**config.mk**
```make
export PLATFORM = sky130hd
export DESIGN_NAME = fighter_health
export DESIGN_NICKNAME = d
export VERILOG_FILES = /design/src/rtl/health_pkg.sv /design/src/rtl/health_bar_geom.sv /design/src/rtl/fighter_health.sv
export SDC_FILE = /design/constraint.sdc
export NUM_CORES = 1
export LEC_CHECK = 0
export CAP_MARGIN = 30
export CORE_MARGIN = 3
export CORE_UTILIZATION = 30
export DETAILED_ROUTE_END_ITERATION = 16
export MAX_ROUTING_LAYER = met4
export PLACE_DENSITY = 0.52
export SLEW_MARGIN = 25
export SYNTH_ARGS = -nofsm -noshare
export SYNTH_HDL_FRONTEND = slang
export SYNTH_SLANG_ARGS = --single-unit
```
**constraint.sdc**
```tcl
create_clock -name frame_clk -period 20.5 [get_ports frame_clk]
set_clock_uncertainty 0.2 [all_clocks]
set_input_delay 4.1 -clock frame_clk [delete_from_list [all_inputs] [get_ports frame_clk]]
set_output_delay 4.1 -clock frame_clk [all_outputs]
set_load 0.02 [all_outputs]
```
**src/rtl/health_pkg.sv**
```systemverilog
// Shared types and constants for the per-fighter health tracker.
// Contents: FSM state enum, hit-kind encodings, geometry bus width.
// No ports; imported by fighter_health and health_bar_geom.
package health_pkg;

    typedef enum logic [1:0] {
        ALIVE  = 2'd0,
        IFRAME = 2'd1,
        KO     = 2'd2
    } state_t;

    localparam logic HIT_PUNCH = 1'b0;
    localparam logic HIT_KICK  = 1'b1;

    localparam int GEOM_W = 10;

endpackage

```
**src/rtl/health_bar_geom.sv**
```systemverilog
// Combinational health-bar geometry: maps hp to red/green widths and green x.
// Ports: hp in; rsx = floor(hp*BAR_W/MAX_HP), gsx = BAR_W-rsx, greenposx = BAR_X+rsx.
// No registers; the parent registers the outputs.
module health_bar_geom
    import health_pkg::*;
#(
    parameter int MAX_HP = 23,
    parameter int HPW    = 5,
    parameter int BAR_X  = 50,
    parameter int BAR_W  = 140
) (
    input  logic [HPW-1:0]    hp,
    output logic [GEOM_W-1:0] rsx,
    output logic [GEOM_W-1:0] gsx,
    output logic [GEOM_W-1:0] greenposx
);

    localparam int PW = GEOM_W + HPW;

    logic [PW-1:0] prod;
    logic [PW-1:0] quo;

    // Product is widened before the multiply so hp*BAR_W cannot overflow.
    assign prod      = PW'(hp) * PW'(BAR_W);
    assign quo       = prod / PW'(MAX_HP);
    assign rsx       = quo[GEOM_W-1:0];
    assign gsx       = GEOM_W'(BAR_W) - rsx;
    assign greenposx = GEOM_W'(BAR_X) + rsx;

endmodule

```
**src/rtl/fighter_health.sv**
```systemverilog
// Per-fighter health tracker: weighted damage, invulnerability window, KO and
// rematch key, plus registered health-bar geometry (lags hp by one frame).
// Ports: frame_clk/Reset (async, active-high); active, hit_valid, hit_kind, keycode in;
//        hp, lose, invuln and six 10-bit bar geometry outputs.
// Optional: define HEALTH_REGEN_EN for slow hp regeneration while alive.
module fighter_health
    import health_pkg::*;
#(
    parameter int         MAX_HP       = 23,
    parameter int         HPW          = 5,
    parameter int         PUNCH_DMG    = 1,
    parameter int         KICK_DMG     = 2,
    parameter int         IFRAMES      = 8,
    parameter int         BAR_X        = 50,
    parameter int         BAR_Y        = 50,
    parameter int         BAR_W        = 140,
    parameter int         BAR_H        = 10,
    parameter logic [7:0] RESTART_KEY  = 8'h15,
    parameter int         REGEN_PERIOD = 120
) (
    input  logic              frame_clk,
    input  logic              Reset,
    input  logic              active,
    input  logic              hit_valid,
    input  logic              hit_kind,
    input  logic [7:0]        keycode,
    output logic [HPW-1:0]    hp,
    output logic              lose,
    output logic              invuln,
    output logic [GEOM_W-1:0] redposx,
    output logic [GEOM_W-1:0] greenposx,
    output logic [GEOM_W-1:0] barposy,
    output logic [GEOM_W-1:0] redsizex,
    output logic [GEOM_W-1:0] greensizex,
    output logic [GEOM_W-1:0] barsizey
);

    // Elaboration-time parameter sanity.
    if (MAX_HP < 1 || (1 << HPW) <= MAX_HP || REGEN_PERIOD < 1) begin : g_bad_param
        $error("fighter_health: illegal MAX_HP/HPW/REGEN_PERIOD");
    end

    localparam int CW = (IFRAMES > 0) ? $clog2(IFRAMES + 1) : 1;
    localparam logic [HPW-1:0] PUNCH_HP = HPW'(PUNCH_DMG);
    localparam logic [HPW-1:0] KICK_HP  = HPW'(KICK_DMG);

    state_t          state;
    logic [CW-1:0]   iframe_cnt;
    logic [HPW-1:0]  dmg;
    logic [HPW-1:0]  hp_after;
    logic            hit_taken;
    logic [GEOM_W-1:0] rsx_next;
    logic [GEOM_W-1:0] gsx_next;
    logic [GEOM_W-1:0] gpx_next;

`ifdef HEALTH_REGEN_EN
    localparam int RW = $clog2(REGEN_PERIOD + 1);
    logic [RW-1:0] regen_cnt;
`endif

    // Saturating damage: a hit never wraps hp below zero.
    assign dmg       = (hit_kind == HIT_KICK) ? KICK_HP : PUNCH_HP;
    assign hp_after  = (dmg >= hp) ? '0 : hp - dmg;
    assign hit_taken = hit_valid && active;

    assign lose   = (state == KO);
    assign invuln = (state == IFRAME);

    assign redposx  = GEOM_W'(BAR_X);
    assign barposy  = GEOM_W'(BAR_Y);
    assign barsizey = GEOM_W'(BAR_H);

    health_bar_geom #(
        .MAX_HP (MAX_HP),
        .HPW    (HPW),
        .BAR_X  (BAR_X),
        .BAR_W  (BAR_W)
    ) u_geom (
        .hp        (hp),
        .rsx       (rsx_next),
        .gsx       (gsx_next),
        .greenposx (gpx_next)
    );

    always_ff @(posedge frame_clk or posedge Reset) begin
        if (Reset) begin
            state      <= ALIVE;
            hp         <= HPW'(MAX_HP);
            iframe_cnt <= '0;
            redsizex   <= GEOM_W'(BAR_W);
            greensizex <= '0;
            greenposx  <= GEOM_W'(BAR_X + BAR_W);
`ifdef HEALTH_REGEN_EN
            regen_cnt  <= '0;
`endif
        end else begin
            redsizex   <= rsx_next;
            greensizex <= gsx_next;
            greenposx  <= gpx_next;

            case (state)
                ALIVE: begin
                    if (hit_taken) begin
                        hp <= hp_after;
`ifdef HEALTH_REGEN_EN
                        regen_cnt <= '0;
`endif
                        if (hp_after == '0) begin
                            state <= KO;
                        end else if (IFRAMES > 0) begin
                            state      <= IFRAME;
                            iframe_cnt <= CW'(IFRAMES);
                        end
                    end
`ifdef HEALTH_REGEN_EN
                    else if (active && hp != '0 && hp < HPW'(MAX_HP)) begin
                        if (regen_cnt == RW'(REGEN_PERIOD - 1)) begin
                            hp        <= hp + 1'b1;
                            regen_cnt <= '0;
                        end else begin
                            regen_cnt <= regen_cnt + 1'b1;
                        end
                    end
`endif
                end
                IFRAME: begin
                    // Timer freezes while the round is paused; hits ignored throughout.
                    if (active) begin
                        if (iframe_cnt <= CW'(1)) begin
                            iframe_cnt <= '0;
                            state      <= ALIVE;
                        end else begin
                            iframe_cnt <= iframe_cnt - 1'b1;
                        end
                    end
                end
                KO: begin
                    // Rematch is independent of active and overrides any hit.
                    if (keycode == RESTART_KEY) begin
                        state <= ALIVE;
                        hp    <= HPW'(MAX_HP);
                    end
                end
                default: state <= ALIVE;
            endcase
        end
    end

endmodule

```
==> results.ini <==
[clocking]
numCtsBuffers = 5
h-tree-depth = 2
path_clk_slew_ps = 60
cts_tree = done
ctsResizeCount = 0
clockBufferDepth = 2
clkLatencyLatePin_ps = 280
cts.sinks = 38
ctsRootBufferMaster = clkbuf_16
post-cts-setup-buffers = 0
hold_buffers = 0

[synth]
synth_cell_types = 111
synthXorXnorAreaFrac = 0.0454
synth_mux_area_frac = 0.0290
synth_warnings = 0
synth_top_family_by_area = compound AO/OA/AOI/OAI gates
synth_ff_type = dfrtp_1
syn-cell-area_mm2 = 0.00480
synth_edf_count = 0
synthSimpleGateAreaFrac = 0.225
synth-seq-area-share = 0.202
synth-seq-cells = 38
postSynthCellCount = 572
async_flop_share = 1.00
syn_area_per_cell_um2 = 8.39
synth_compound_area_frac = 0.328
synth_adder_area_share = 0.0762

[global_route]
grt_overflow = 0
grt_pass1_wl_mm = 21.8
grt_max_degree = 38
first_global_vias = 4163
antenna_found_initial = 0
grt_use_total = 0.149

[worst_setup_path]
end_kind = register
slowest_stage = a22oi_2
startpoint = hp[3]
required_ps = 20440
critPathKind = register to register
critical_path.most_common_cell = ha_1
crit_path_start_kind = register
cp_max_fo = 12
rr_startpoint = hp[3]
worstPathArrival_ps = 9820
slowest_delay_ps = 710

[timing]
fmax_mhz = 101
hold_viol = 0
finalSetupViolations = 0
fin_crit_sh = 0.482
fin_tns_setup_ps = 0
fin_crit_ps = 9880
rsz0062_at_grt = no
slew_violations = 0
worst_pin_slew_ps = 888
relSlewSlack = 0.408

[routing]
drc = 0
drt_wl_total_mm = 13.2
maxUsedRoutingLayer = met4
vias = 4531
viasPerCell = 5.53
routedWlPerCell_um = 16.1
dr_wl_met3_um = 811
wl_met2_mm = 6.08
drtAntennaViolNets = 0
drt-met1-wl_mm = 6.11
first_iter_violations = 364
drtPass1Iterations = 5

[finish]
syn2layout_area_growth_pct = 13.8
antennaDiodeCount = 0
final_layout_size_suffix_gt1_frac = 0.141
nets = 648

[floorplan]
coreArea_mm2 = 0.0154
die_h_um = 132
die_area_mm2 = 0.0175
start_util = 0.311
boundaryPins = 80
die_w_um = 132
num_rows = 45

[place]
dp_hpwl_mm = 10.2
place.gp.congestion = 0.907
portBuffers = 48

[run]
drv_cap = 0

[status]
outcome = completed

[hold_path]
holdCritPathClass = register to register
hold_start = iframe_cnt[1]

path summary, 6_finish.rpt:
check / to / slack, ps / cells after the start
max: greensizex[9] / 10620 / 31
min: iframe_cnt[1] / 320 / 2
max reg2reg: greensizex[9] / 10620 / 31
min reg2reg: iframe_cnt[1] / 320 / 2
max in group asynchronous: greenposx[5] / 15670 / 3
min in group asynchronous: iframe_cnt[2] / 3770 / 2
cell usage after synthesis (8+ instances only):
| master | number | area share |
|---|---|---|
| nor3_1 | 11 | 0.011 |
| nor2_1 | 42 | 0.033 |
| dfrtp_1 | 25 | 0.13 |
| inv_1 | 20 | 0.016 |
| o21ai_1 | 11 | 0.011 |
| o21ai_0 | 28 | 0.029 |
| and3_1 | 8 | 0.010 |
| nand4_1 | 9 | 0.012 |
| ha_1 | 26 | 0.068 |
| o211ai_1 | 12 | 0.019 |
| dfstp_2 | 13 | 0.071 |
| buf_4 | 35 | 0.055 |
| xor2_1 | 8 | 0.015 |
| a21oi_1 | 30 | 0.031 |
| xnor2_1 | 15 | 0.027 |
| nand3_1 | 19 | 0.020 |
| nand2_1 | 53 | 0.041 |
| a31oi_1 | 9 | 0.012 |
critical path: cells and delay by family (launching register included):
kind,cells,cell delay [ps]
and+or+nand+nor,9,2610
AOI/OAI and AO/OA,8,2430
adders and majority gates,6,1840
muxes,4,1300
DFF,1,630
buffers and inverters,3,490
xor gates and xnor gates,1,200
layout by cell type, fill, tap and decap left out, types with 5 or more instances in the layout:
master and instances:
clkdlybuf4s50_1 48, o21ai_1 11, nand2_1 53, dfstp_2 13
clkbuf_16 5, xnor2_1 15, dfrtp_1 25, a31oi_1 9
conb_1 32, o211ai_1 12, nor3_1 11, and3_1 8
a21o_1 5, o31ai_1 6, nand4_1 9, ha_1 26
nand3_2 5, o21a_1 6, a21oi_1 30, and2_1 6
nand3_1 19, a211oi_1 7, xor2_1 7, inv_1 20
nor2b_1 5, o21ai_0 28, nor2_1 42
metrics by stage:
stage / std cells / util / worst slack, ps / hold slack, ps / cell area (um2)
6_report: 819 / 0.354 / 10620 / 321 / 5460
5_1_grt: 819 / 0.354 / 9750 / 355 / 5460
4_1_cts: 819 / 0.354 / 10610 / 320 / 5460
3_5_place_dp: 811 / 0.344 / 10640 / 313 / 5310
3_3_place_gp: 811 / 0.344 / 10780 / 289 / 5300
2_1_floorplan: 602 / - / 12360 / 264 / 4910
cells by family after synthesis:
group | after synthesis
xor+xnor | 24
compound gates | 196
buf+inv | 75
flops | 38
fa+ha+maj | 28
mux | 10
simple gates | 199
other cells | 2
registers in the layout, summed over array words and instances (netlist names):
signal and flops:
state 2, greensizex 10, greenposx 9, redsizex 8
iframe_cnt 4, hp 5
routing by layer:
| layer | vias up | global-route usage |
|---|---|---|
| li1 | 2160 | - |
| met1 | 2159 | 0.208 |
| met2 | 194 | 0.234 |
| met3 | 18 | 0.0152 |
| met4 | 0 | 0.0381 |
| met5 | - | - |
area by class of cell:
| cell class | count | area [um2] |
|---|---|---|
| repair buffers | 49 | 488 |
| inverters | 24 | 90.1 |
| fillers | 1609 | 9970 |
| flip-flops and latches | 38 | 967 |
| clock inverters | 2 | 12.5 |
| well taps | 211 | 264 |
| multi-input cells | 489 | 3500 |
| clock buffers | 6 | 139 |
Power is left out: the tool's default activity adds up to more than one toggle a clock period on the data nets, which glitch-free logic cannot reach.
